--- config.mk ---
export PLATFORM = sky130hd
export DESIGN_NAME = dpram_arb
export DESIGN_NICKNAME = d
export VERILOG_FILES = /design/src/rtl/dpram_pkg.sv /design/src/rtl/dpram.sv /design/src/rtl/dpram_arb.sv
export SDC_FILE = /design/constraint.sdc
export NUM_CORES = 1
export LEC_CHECK = 0
export BUFFER_PORTS_ARGS = -buffer_cell sky130_fd_sc_hd__buf_2
export CAP_MARGIN = 15
export CORE_AREA = 5 5 234 236
export DETAILED_ROUTE_END_ITERATION = 7
export DIE_AREA = 0 0 239 241
export SLEW_MARGIN = 5
export SYNTH_ARGS = -nofsm -noshare
export SYNTH_HDL_FRONTEND = slang
export SYNTH_SLANG_ARGS = --single-unit
--- constraint.sdc ---
create_clock -name clk -period 6.17 [get_ports clk]
set_input_delay 1.234 -clock clk [delete_from_list [all_inputs] [get_ports clk]]
set_output_delay 1.234 -clock clk [all_outputs]
set_load 0.005 [all_outputs]
--- src/rtl/dpram_pkg.sv ---
// Shared widths, read-FSM encoding and small helpers for the dual-port RAM arbiter.
package dpram_pkg;

   localparam int WA_W = 6;    // byte write address
   localparam int WD_W = 8;    // byte write data
   localparam int RA_W = 5;    // word read address
   localparam int RD_W = 16;   // word read data

   typedef enum logic {
      RD_IDLE = 1'b0,
      RD_WAIT = 1'b1
   } rd_state_e;

   // One captured byte write, as presented to the RAM write port.
   typedef struct packed {
      logic [WA_W-1:0] wa;
      logic [WD_W-1:0] wd;
   } wr_req_t;

   // A read address collides with a write when the write lands in either byte of that word.
   function automatic logic rd_hazard(input logic            we,
                                      input logic [WA_W-1:0] wa,
                                      input logic [RA_W-1:0] ra);
      return we && (wa[WA_W-1:1] == ra);
   endfunction

endpackage

--- src/rtl/dpram.sv ---
// 64x8 write / 32x16 read dual-port RAM with a registered read port.
// Word w is {byte[2w+1], byte[2w]}. Contents are never reset.
module dpram
   import dpram_pkg::*;
(
   input  logic            clk,
   input  logic            we,
   input  logic [WA_W-1:0] wa,
   input  logic [WD_W-1:0] wd,
   input  logic [RA_W-1:0] ra,
   output logic [RD_W-1:0] rd
);

   logic [WD_W-1:0] mem_q [0:(1<<WA_W)-1];
   logic [RD_W-1:0] rd_d;
   logic [RD_W-1:0] rd_q;

   // Little-endian word assembly from the two bytes addressed by ra.
   always_comb begin
      rd_d = {mem_q[{ra, 1'b1}], mem_q[{ra, 1'b0}]};
   end

   // Byte write and registered word read; a read at the same edge as a write sees old data.
   always_ff @(posedge clk) begin
      if (we) begin
         mem_q[wa] <= wd;
      end
      rd_q <= rd_d;
   end

   assign rd = rd_q;

endmodule

--- src/rtl/dpram_arb.sv ---
// Two-client byte-write arbiter plus word-read FSM in front of a single dpram.
// Writes: the winner's wa/wd are registered and its gnt pulses together with RAM we.
// Reads: r_addr goes straight onto the RAM address in IDLE so data is back two cycles
// after acceptance; a write to the same word in the accept cycle forces one re-read.
module dpram_arb
   import dpram_pkg::*;
#(
   parameter int RR = 1
)(
   input  logic            clk,
   input  logic            rst,
   input  logic            a_req,
   input  logic [WA_W-1:0] a_wa,
   input  logic [WD_W-1:0] a_wd,
   output logic            a_gnt,
   input  logic            b_req,
   input  logic [WA_W-1:0] b_wa,
   input  logic [WD_W-1:0] b_wd,
   output logic            b_gnt,
   input  logic            r_req,
   input  logic [RA_W-1:0] r_addr,
   output logic            r_busy,
   output logic            r_valid,
   output logic [RD_W-1:0] r_data
);

   // write side
   logic      a_win, b_win;
   logic      a_gnt_d, a_gnt_q;
   logic      b_gnt_d, b_gnt_q;
   logic      we_d, we_q;
   logic      last_b_d, last_b_q;   // 1: B was granted most recently
   wr_req_t   wr_d, wr_q;

   // read side
   rd_state_e       st_d, st_q;
   logic [RA_W-1:0] ra_d, ra_q;
   logic            hz_d, hz_q;     // re-read pending because of a same-word write
   logic            r_busy_d, r_busy_q;
   logic            r_valid_d, r_valid_q;
   logic [RD_W-1:0] r_data_d, r_data_q;
   logic [RA_W-1:0] ram_ra;
   logic [RD_W-1:0] ram_rd;

   // Pick at most one writer per edge; round-robin or A-first on contention.
   always_comb begin
      a_win = a_req;
      b_win = b_req;
      if (a_req && b_req) begin
         if (RR != 0) begin
            a_win = last_b_q;
            b_win = !last_b_q;
         end else begin
            a_win = 1'b1;
            b_win = 1'b0;
         end
      end
   end

   // Next-state for the write pipeline: capture winner, pulse its gnt with we.
   always_comb begin
      a_gnt_d  = a_win;
      b_gnt_d  = b_win;
      we_d     = a_win || b_win;
      wr_d     = b_win ? wr_req_t'{wa: b_wa, wd: b_wd} : wr_req_t'{wa: a_wa, wd: a_wd};
      last_b_d = last_b_q;
      if (b_win) begin
         last_b_d = 1'b1;
      end else if (a_win) begin
         last_b_d = 1'b0;
      end
   end

   // Write-side registers; reset drops any pending grant and makes A the last winner.
   always_ff @(posedge clk) begin
      if (rst) begin
         a_gnt_q  <= 1'b0;
         b_gnt_q  <= 1'b0;
         we_q     <= 1'b0;
         last_b_q <= 1'b0;
         wr_q     <= '0;
      end else begin
         a_gnt_q  <= a_gnt_d;
         b_gnt_q  <= b_gnt_d;
         we_q     <= we_d;
         last_b_q <= last_b_d;
         wr_q     <= wr_d;
      end
   end

   // RAM address: live r_addr while idle so the RAM samples it at the accept edge.
   always_comb begin
      ram_ra = (st_q == RD_IDLE) ? r_addr : ra_q;
   end

   // Read FSM next-state: IDLE accepts, WAIT delivers (after one re-read on a hazard).
   always_comb begin
      st_d      = st_q;
      ra_d      = ra_q;
      hz_d      = hz_q;
      r_busy_d  = r_busy_q;
      r_valid_d = 1'b0;
      r_data_d  = r_data_q;
      case (st_q)
         RD_IDLE: begin
            if (r_req) begin
               ra_d     = r_addr;
               hz_d     = rd_hazard(we_q, wr_q.wa, r_addr);
               r_busy_d = 1'b1;
               st_d     = RD_WAIT;
            end
         end
         RD_WAIT: begin
            if (hz_q) begin
               hz_d = 1'b0;
            end else begin
               r_data_d  = ram_rd;
               r_valid_d = 1'b1;
               r_busy_d  = 1'b0;
               st_d      = RD_IDLE;
            end
         end
         default: begin
            st_d     = RD_IDLE;
            hz_d     = 1'b0;
            r_busy_d = 1'b0;
         end
      endcase
   end

   // Read FSM state and registered outputs; reset abandons any read in flight.
   always_ff @(posedge clk) begin
      if (rst) begin
         st_q      <= RD_IDLE;
         ra_q      <= '0;
         hz_q      <= 1'b0;
         r_busy_q  <= 1'b0;
         r_valid_q <= 1'b0;
         r_data_q  <= '0;
      end else begin
         st_q      <= st_d;
         ra_q      <= ra_d;
         hz_q      <= hz_d;
         r_busy_q  <= r_busy_d;
         r_valid_q <= r_valid_d;
         r_data_q  <= r_data_d;
      end
   end

   dpram u_ram (
      .clk (clk),
      .we  (we_q),
      .wa  (wr_q.wa),
      .wd  (wr_q.wd),
      .ra  (ram_ra),
      .rd  (ram_rd)
   );

   assign a_gnt   = a_gnt_q;
   assign b_gnt   = b_gnt_q;
   assign r_busy  = r_busy_q;
   assign r_valid = r_valid_q;
   assign r_data  = r_data_q;

endmodule

# Yosys cells after proc, flatten, opt, wreduce, memory -nomap -nowiden
# Memory sizes are Yosys's and may differ from the RTL's. A register that Yosys moved wholly into a read port is not among the register bits.
# Cells that the tools add are included.
# Widths: inputs -> output; s select.
# word_totals
ff_bits,43
ramBits,512
in_bits,38
output_inout_bits,20
word_cells,44
mem_count,1
# mem_list
name,depth,word_bits,rd,rd_ports_with_merged_regs,wr,line,rtl
u_ram.mem_q,64,8,2,2,1,dpram.sv:14,logic [WD_W-1:0] mem_q [0:(1<<WA_W)-1];
# classes
eq_ne,3
n_mux,17
bitwise,2
reduce_logical,9
# op_table
cell,n
$mux 14,1
$mux 1,12
$pmux 1 s2,3
$reduce_and 2->1,3
$eq 5x5->1,1
$mux 5,1
$ne 2x2->1 const B,2
$logic_and 1x1->1,2
$not 1->1,2
$reduce_bool 2->1,1
$reduce_or 2->1,1
$logic_not 1->1,1
$logic_or 1x1->1,1

# Depth between registers and ports, before layout
# Gate-level depths: netlist of the first run.
# depth
ltp_word,4
depth_mapped,10
mapped_depth_nobuf,6

# By module
# A second synthesis of the first run with hierarchy kept.
# unflattened
hier_cells,1344
hier_area_um2,22306.4
# modules_own_cells
mod,n_inst,cells_each,area_each_um2,seq_area_each_um2
dpram,1,1195,20742.4,15695.1
dpram_arb,1,149,1564.0,860.8

# Worst setup path after synthesis of the first run
# OpenSTA, ideal clock, no wires.
# synth_timing
kind,input to register
from,in r_addr[2]
to,"reg u_ram.rd_q[8] (netlist: u_ram.rd[8]), read port of u_ram.mem_q"
setup_time_ns,0.126
arrival_time_ns,2.639
required_time_ns,6.044
path_slack_ns,3.405
path_stages,7
n_path_buf,3
cell_sequence,clkbuf_1 mux2_4 clkbuf_1 buf_1 nor3_1 nor4_1 nor3_2
# synth_via
elab_chain_len,1
# synth_lines
item,line,rtl
start: declaration,dpram_arb.sv:21,"input logic [RA_W-1:0] r_addr,"
$mux 5,dpram_arb.sv:93,ram_ra = (st_q == RD_IDLE) ? r_addr : ra_q;
end: declaration,dpram.sv:16,logic [RD_W-1:0] rd_q;
# No other way between the ends.
# A chain may end at the register's enable or synchronous reset.

# Worst setup path in the final report of the first run
# layout_timing
from,reg st_q
to,"reg u_ram.rd_q[5] (netlist: u_ram.rd[5]), read port of u_ram.mem_q"
# layout_via
elab_chain_len,1
# layout_lines
item,line,rtl
start: declaration,dpram_arb.sv:36,"rd_state_e st_d, st_q;"
start signal: assignment,dpram_arb.sv:141,st_q <= st_d;
$mux 5,dpram_arb.sv:93,
# No other way between the ends.

==> results of run 1 <==
-- cells in the mapped netlist, types with 14 or more instances --
master,number
buf_2,42
a22o_1,16
dfxtp_1,59
nand3_1,118
nor4_1,14
edfxtp_1,512
o22ai_1,37
a21oi_1,131
a22oi_1,38
nor2_1,84
and2_1,27
inv_1,28
nor3_1,30
nand2_1,358
nand2b_1,78
o21ai_0,54
mux4_2,20
clkbuf_1,54
-- power by group through the flow --
stage / registers (uW) / clock network, uW / logic (uW)
after floorplan: 4430 / 0 / 450
after global placement: 4440 / 0 / 721
after detailed placement: 4440 / 0 / 729
after CTS: 4360 / 3700 / 732
after global routing: 4360 / 3870 / 796
final: 4360 / 3650 / 727
-- area by class of cell --
cell class | instances | area, um^2 | area share (%)
antenna | 1 | 2.502 | 0.009594
clock buffer | 74 | 1637 | 6.275
clock inverter | 36 | 352.8 | 1.353
inverter | 28 | 105.1 | 0.4030
multi-input combinational | 1102 | 6053 | 23.21
sequential | 571 | 16570 | 63.51
tap | 688 | 860.8 | 3.300
timing repair buffer | 83 | 505.5 | 1.938
-- stage by stage --
| stage | total power, uW | instances | instance area, um^2 |
|---|---|---|---|
| floorplan | 4881 | 1811 | 23200 |
| global placement | 5159 | 2472 | 24090 |
| detailed placement | 5167 | 2472 | 24090 |
| CTS | 8789 | 2582 | 26080 |
| global route | 9031 | 2582 | 26080 |
| finish | 8729 | 2583 | 26080 |
-- sequential cells by signal (all words and copies together) (netlist names) --
register     flops
r_valid          1
wr_q            14
r_busy           1
hz_q             1
r_data          16
b_gnt            1
ra_q             5
st_q             1
we_q             1
u_ram.rd        16
a_gnt            1
u_ram.mem_q    512
last_b_q         1
-- routing by layer --
metal	vias up	share of wire, %	track usage [%]
met1	7462	41	28.72
met4	2	3.4	7.107
li1	6729	-	-
met2	536	48	33.58
met3	134	7.5	4.262
met5	-	0.021	0
-- worst paths after layout --
check	endpoint
max reg2reg	u_ram.rd[5]$_DFF_P_
max	u_ram.rd[5]$_DFF_P_
min reg2reg	r_data[5]$_SDFFE_PP0P_
min	r_data[5]$_SDFFE_PP0P_
-- cells by family after synthesis --
logic type | count (synthesis) | synth area share, %
AOI/OAI and AO/OA | 308 | 8.003
xor gates and xnor gates | 5 | 0.1887
buffers and inverters | 138 | 2.718
DFF | 571 | 71.35
muxes | 34 | 2.739
and+or+nand+nor | 755 | 15.00
==> metrics, run 1 <==
minimum hold slack 0.4433 ns; Cells after Synth 1811; die area 0.05760 mm^2; power share of the combinational group 8.3%; Main synth FF type edfxtp_1; R2R Path Start st_q$_SDFF_PP0_; final net count 1882; H-tree depth 2; sw frac 23.46%; asr flop ratio synth 0%; Period Utilization, post-route 60.55%; Avg Cell Area, Syn 12.81 um^2; status finished clean; Bufs on Longest Clock Path 3; syn nets 1849; Setup crit start kind flop; Post-Syn Area 0.02320 mm^2; f_max 0.2677 GHz; Residual DRC 0; Antenna Nets Post-Route 0; clock power share 41.8%; routed length per instance 23.46 um; Peak VDD IR 0.0002011 V; most frequent cells in the layout 512 x edfxtp_1, 358 x nand2_1, 130 x a21oi_1; initial antenna violation count 1; Critical Path RT 6.67 ns; worst slew pin tran 1.008 ns; cts bufs inserted 58; sequential element share of the synthesized area 71.35%; RSZ-0062 raised after global routing no; Clock transition at path regs 0.06 ns; Placer Congestion 0.8404; Die Span Y 241 um; core area 0.05224 mm^2; Setup TNS Final 0 ns; hold_sp u_ram.rd[5]$_DFF_P_; Syn. warnings 0; row count 84; Core Util, Final 49.93%; first-pass GRT wire length 90860 um; EDFF count, synth 512; DP HPWL 36020 um; main area contributors after synthesis edfxtp_1 66%, nand2_1 5.8%, dfxtp_1 5.1%, a21oi_1 2.8%, nand3_1 2.5%; final slew viol count 0; # setup viols final 0; drt total wl 60590 um; Reg2Reg Depth 7; Lkg Pwr 0.008889 uW; Final Hold Fails 0; Synth top area share 66.26%; Clock Latency Late Sink 0.62 ns; Crit path buffers/inverters 1; family with the most delay on the worst path simple AND/OR/NAND/NOR gates; Switch Pwr 2048 uW; Hold/Removal Path Class flop to flop; max cap viols 0; Worst path max stage delay 0.97 ns; DP Worst Slack 2.180 ns; DR pass1 iterations 5; CP Depth 7; Yosys reg bits 571; synth unique cells 50; layout cells sized above 1 11.77%; via count 14863; commonest non-fill, non-tap cell in the layout edfxtp_1; PortBufs 57; largest area contributor in the netlist edfxtp_1; number of global-route vias before repair 14388; P per Cell Area 334.7 mW/mm^2; Iter 0 DRT Violations 1550; Top Ports 58; crit path max fanout 16; Crit. End Element flop; worst-path cell chain buf_4 -> mux2i_4 -> nor2_1 -> nand2_1 -> a21oi_1 -> or4_1 -> nor3_1; Flop pwr share 49.9%; Tot GR Track Use 20.87%; Slew headroom 32.54%; Initial Util 44.42%; post-CTS sizing 0; Die Width 239 um; Tmin final 3.736 ns; CTS Hold Bufs 0; synthesis-to-finish area growth 12.41%; Clock Skew 0.01715 ns; largest net degree at the start of global routing 146; post-route setup slack 2.434 ns; WHS Path Cells 1; post-CTS setup buffers 0; CTS tree yes; Crit Path Class flop to flop; R2R setup slack 2.43 ns; Vias/cell 5.754; Critical Path AT 4.24 ns; Power Internal 6681 uW; clk root buf clkbuf_16; Fillers 4438; critical path's slowest cell dfxtp_1; grt ovf 0; clock sink count 571; Crit. Startpoint st_q$_SDFF_PP0_
(Power assumes the default switching activity.)
==> run 2, diff against run 1 <==
==> constraint.sdc (replaced) <==
create_clock -name clk -period 3.38 [get_ports clk]
set_input_delay 0.676 -clock clk [delete_from_list [all_inputs] [get_ports clk]]
set_output_delay 0.676 -clock clk [all_outputs]
set_load 0.005 [all_outputs]
==> metrics, run 2 (same netlist as run 1, synthesis figures left out) <==
status finished clean; DR pass1 iterations 5; max cap viols 0; Residual DRC 0; Lkg Pwr 0.009046 uW; Final Power 15590 uW; Tot GR Track Use 20.75%; cts bufs inserted 59; f_max 0.3294 GHz; P per Cell Area 592.8 mW/mm^2; final slew viol count 0; via count 14752; clock power share 40.2%; family with the most delay on the worst path simple AND/OR/NAND/NOR gates; sw frac 23.56%; diode count 0; final net count 1915; DP HPWL 37920 um; Tmin final 3.035 ns; Die Width 239 um; final cell count without fillers 2614; critical path's slowest cell or4_1; RSZ-0062 raised after global routing no; Iter 0 DRT Violations 1370; post-CTS sizing 0; Bufs on Longest Clock Path 3; Crit Path Class flop to flop; Final Hold Fails 0; post-CTS setup buffers 0; grt ovf 0; Critical Path RT 3.88 ns; most frequent cells in the layout 512 x edfxtp_1, 358 x nand2_1, 130 x a21oi_1; largest net degree at the start of global routing 90; Setup TNS Final 0 ns; Crit path buffers/inverters 3; synthesis-to-finish area growth 13.37%; initial antenna violation count 1; Initial Util 44.42%; worst slew pin tran 1.022 ns; commonest non-fill, non-tap cell in the layout edfxtp_1; CP dominant cell by count buf_12; # placed instances 2503; first-pass GRT wire length 90710 um; Power Internal 11920 uW; row count 84; Peak VDD IR 0.0003418 V; core area 0.05224 mm^2; Vias/cell 5.643; clk root buf clkbuf_16; H-tree depth 2; Switch Pwr 3673 uW; drt total wl 60360 um; routed length per instance 23.09 um; Largest Register u_ram.mem_q; Die Span Y 241 um; Critical Path AT 3.54 ns; clock sink count 571; Hold/Removal Path Class input pin to flop; die area 0.05760 mm^2; CTS tree yes; worst-path cell chain buf_4 -> mux2i_4 -> buf_12 -> buf_12 -> nand2_1 -> nand3_1 -> a21oi_1 -> or4_1 -> nor3_1; Setup crit start kind flop; PortBufs 57; DP Worst Slack 0.3494 ns; Worst path max stage delay 0.66 ns; Top Ports 58; Clock Latency Late Sink 0.61 ns; Placer Congestion 0.8219; max reg flops 512; crit path max fanout 87; power share of the combinational group 8.6%; Clock Skew 0.02444 ns; Flop pwr share 51.3%; number of global-route vias before repair 14666; Antenna Nets Post-Route 0; Core Util, Final 50.36%; Slew headroom 31.85%; post-route setup slack 0.3446 ns; # setup viols final 0; layout cells sized above 1 13.03%; Period Utilization, post-route 89.80%; Crit. End Element flop; Clock transition at path regs 0.06 ns; CTS Hold Bufs 0
[run 2: cell types whose count changed in the layout (fill, tap and decap cells not counted)]
cell,delta
nor3_1,+1
inv_8,+1
clkinv_1,+3
buf_12,+8
clkbuf_8,+4
clkinv_2,-1
clkbuf_4,+2
clkbuf_16,-1
clkinvlp_4,-3
buf_4,+24
bufinv_16,-5
diode_2,-1
nor3_2,-1
[run 2: cell type report]
class,instances,area (um^2)
fill,4422,25930
sequential,571,16570
multi-input combinational,1102,6048
clock buffer,79,1682
tap,688,860.8
timing repair buffer,115,845.8
clock inverter,31,197.7
inverter,28,105.1
[run 2: power by group through the flow]
stage / Clock (uW) / Combinational (uW) / Sequential (uW)
after floorplan: 0 / 822 / 8090
after global placement: 0 / 1320 / 8150
after detailed placement: 0 / 1330 / 8160
after CTS: 6370 / 1330 / 8010
after global routing: 6660 / 1470 / 8010
final: 6260 / 1330 / 8000
[run 2: worst register-to-register path, stage by stage, from the launching register on]
cell and delay, ns:
dfxtp_1 0.36, buf_4 0.35, mux2i_4 0.32, buf_12 0.34, buf_12 0.37, nand2_1 0.12, nand3_1 0.08, a21oi_1 0.06
or4_1 0.66, nor3_1 0.27
[run 2: worst paths after layout]
check	cells past startpoint	start	slack, ns	endpoint
setup / recovery	9	st_q$_SDFF_PP0_	0.34	u_ram.rd[15]$_DFF_P_
hold / removal	3	a_req	0.32	we_q$_SDFF_PP0_
setup reg to reg	9	st_q$_SDFF_PP0_	0.34	u_ram.rd[15]$_DFF_P_
hold reg to reg	1	u_ram.rd[3]$_DFF_P_	0.44	r_data[3]$_SDFFE_PP0P_
[run 2: metal layers]
metal,routed length [um],up-vias,track usage (%)
met4,1559,2,5.948
met3,4577,73,4.754
li1,-,6791,-
met1,25320,7410,28.33
met2,28890,476,33.81
met5,20,-,0
[run 2: through the flow]
stage,cell area (um^2),hold WS [ns]
2_1_floorplan,23200,0.4198
3_3_place_gp,24410,0.4358
3_5_place_dp,24410,0.4263
4_1_cts,26290,0.2862
5_1_grt,26310,0.3035
6_report,26310,0.3175
==> run 3, diff against run 2 <==
--- a/config.mk
+++ b/config.mk
@@ -5,11 +5,12 @@
 export SDC_FILE = /design/constraint.sdc
 export NUM_CORES = 1
 export LEC_CHECK = 0
+export ABC_AREA = 1
 export BUFFER_PORTS_ARGS = -buffer_cell sky130_fd_sc_hd__buf_2
 export CAP_MARGIN = 15
-export CORE_AREA = 5 5 234 236
+export CORE_AREA = 5 5 241 243
 export DETAILED_ROUTE_END_ITERATION = 7
-export DIE_AREA = 0 0 239 241
+export DIE_AREA = 0 0 246 248
 export SLEW_MARGIN = 5
 export SYNTH_ARGS = -nofsm -noshare
 export SYNTH_HDL_FRONTEND = slang
==> metrics, run 3 <==
status finished clean; EDFF count, synth 512; Setup crit start kind flop; Main synth FF type edfxtp_1; max reg flops 512; gr busiest metal met2; Largest Register u_ram.mem_q; Synth top area share 61.94%; Iter 0 DRT Violations 1902; routed length per instance 20.43 um; Critical Path RT 3.62 ns; core area 0.05573 mm^2; synthesis-to-finish area growth 13.43%; via count 17315; main area contributors after synthesis edfxtp_1 62%, nand3_1 12%, inv_1 7.0%, nand2_1 7.0%, dfxtp_1 4.8%; met1 GRT Util 31.60%; Clock Skew 0.02326 ns; Clock transition at path regs 0.06 ns; asr flop ratio synth 0%; P per Cell Area 573.7 mW/mm^2; final slew viol count 0; Post-Syn Area 0.02482 mm^2; Crit Path Class flop to flop; PortBufs 57; Tmin final 2.584 ns; Crit. End Element flop; Die Span Y 248 um; # setup viols final 0; Placer Congestion 0.8222; RSZ-0062 raised after global routing no; Vias/cell 5.228; max cap viols 0; commonest non-fill, non-tap cell in the layout nand3_1; Residual DRC 0; DP HPWL 39630 um; post-CTS sizing 0; number of global-route vias before repair 16552; Peak VDD IR 0.0003616 V; DR pass1 iterations 6; Avg Cell Area, Syn 10.16 um^2; Die Width 246 um; grt ovf 0; f_max 0.3870 GHz; Critical Path AT 2.83 ns; Initial Util 44.54%; Bufs on Longest Clock Path 3; layout cells sized above 1 9.468%; Yosys reg bits 571; crit path max fanout 10; Hold/Removal Path Class input pin to flop; final net count 2544; Lkg Pwr 0.01199 uW; CTS Hold Bufs 0; Syn. warnings 0; cts bufs inserted 58; Top Ports 58; sequential element share of the synthesized area 66.70%; Clock Latency Late Sink 0.62 ns; die area 0.06101 mm^2; post-CTS setup buffers 0; Commonest cells post-synth 583 x nand3_1, 512 x edfxtp_1, 464 x inv_1, 462 x nand2_1, 96 x nor2_1; CTS tree yes; initial antenna violation count 0; clock sink count 571; Period Utilization, post-route 76.45%; Worst path max stage delay 0.94 ns; Tot GR Track Use 21.96%; clk root buf clkbuf_16; largest net degree at the start of global routing 161; most frequent cells in the layout 583 x nand3_1, 512 x edfxtp_1, 464 x inv_1; first-pass GRT wire length 102500 um; critical path's slowest cell nor2_1; Slew headroom 27.67%; worst slew pin tran 1.084 ns; diode count 0; Core Util, Final 50.52%; H-tree depth 2; Final Hold Fails 0; Antenna Nets Post-Route 0; row count 87; worst-path cell chain nand4_1 -> nor2_1; drt total wl 67660 um; met2 Use GR 35.12%; syn nets 2482; synth unique cells 26; grt met3 use 3.478%; Setup TNS Final 0 ns; largest area contributor in the netlist edfxtp_1; Cells after Synth 2444; count leader, synth nand3_1
==> run 3: changes by cell type in the layout (fill, tap and decap cells not counted), moves of 35 or more <==
cell and change:
a21oi_1 -123, a22oi_1 -38, inv_1 +436, nand2_1 +104
nand2b_1 -78, nand3_1 +465, nand3b_1 +62, o21ai_0 -35
o22ai_1 -37
==> run 3: layout make-up <==
cell class,count,area (um^2)
fillers,5022,27580
flip-flops and latches,571,16570
multi-input cells,1266,5901
inverters,473,1775
clock buffers,74,1585
repair buffers,136,1016
well taps,756,945.9
clock inverters,36,367.9
==> run 3: path summary, 6_finish.rpt <==
check | from | end | slack [ns] | cells past startpoint
max | wr_q[9]$_SDFF_PP0_ | u_ram.mem_q[35][4]$_DFFE_PP_ | 0.80 | 2
min | b_req | a_gnt$_SDFF_PP0_ | 0.27 | 2
min reg2reg | u_ram.rd[13]$_DFF_P_ | r_data[13]$_SDFFE_PP0P_ | 0.44 | 2
max reg2reg | wr_q[9]$_SDFF_PP0_ | u_ram.mem_q[35][4]$_DFFE_PP_ | 0.80 | 2
==> run 3: critical path: cells and delay by family, from the launching register on <==
| kind | cells | cell delay, ns |
|---|---|---|
| DFF | 1 | 0.61 |
| and+or+nand+nor | 2 | 1.60 |
==> run 3: stage by stage <==
| stage | total power, uW | hold WS, ns | instance area [um^2] | std cells | setup slack (ns) |
|---|---|---|---|---|---|
| floorplan | 9020 | 0.3960 | 24820 | 2444 | 1.298 |
| global placement | 9664 | 0.4294 | 26200 | 3202 | 0.7301 |
| detailed placement | 9668 | 0.4250 | 26200 | 3202 | 0.7384 |
| CTS | 16260 | 0.2357 | 28160 | 3312 | 0.8873 |
| global route | 16690 | 0.2584 | 28160 | 3312 | 0.7297 |
| finish | 16150 | 0.2727 | 28160 | 3312 | 0.7961 |
==> run 3: layer usage <==
layer | wire length (um) | vias to the layer above
met1 | 29750 | 8374
met2 | 31450 | 652
li1 | - | 8168
met4 | 1742 | 0
met3 | 4715 | 121
met5 | 0 | -
==> run 3: logic make-up (layout without fill, tap and decap cells) <==
kind of cell	after synthesis	after routing	synth area share, %
simple gates	1233	1233	22.85
flops	571	571	66.70
xor+xnor	1	1	0.03529
buf+inv	607	719	9.738
compound gates	32	32	0.6804
==> run 3: power by group <==
group / total, uW / leakage [uW] / switching (uW) / internal (uW)
registers: 7980 / 0.00505 / 127 / 7850
logic: 1560 / 0.00598 / 1140 / 424
clock network: 6620 / 0.000957 / 2710 / 3910
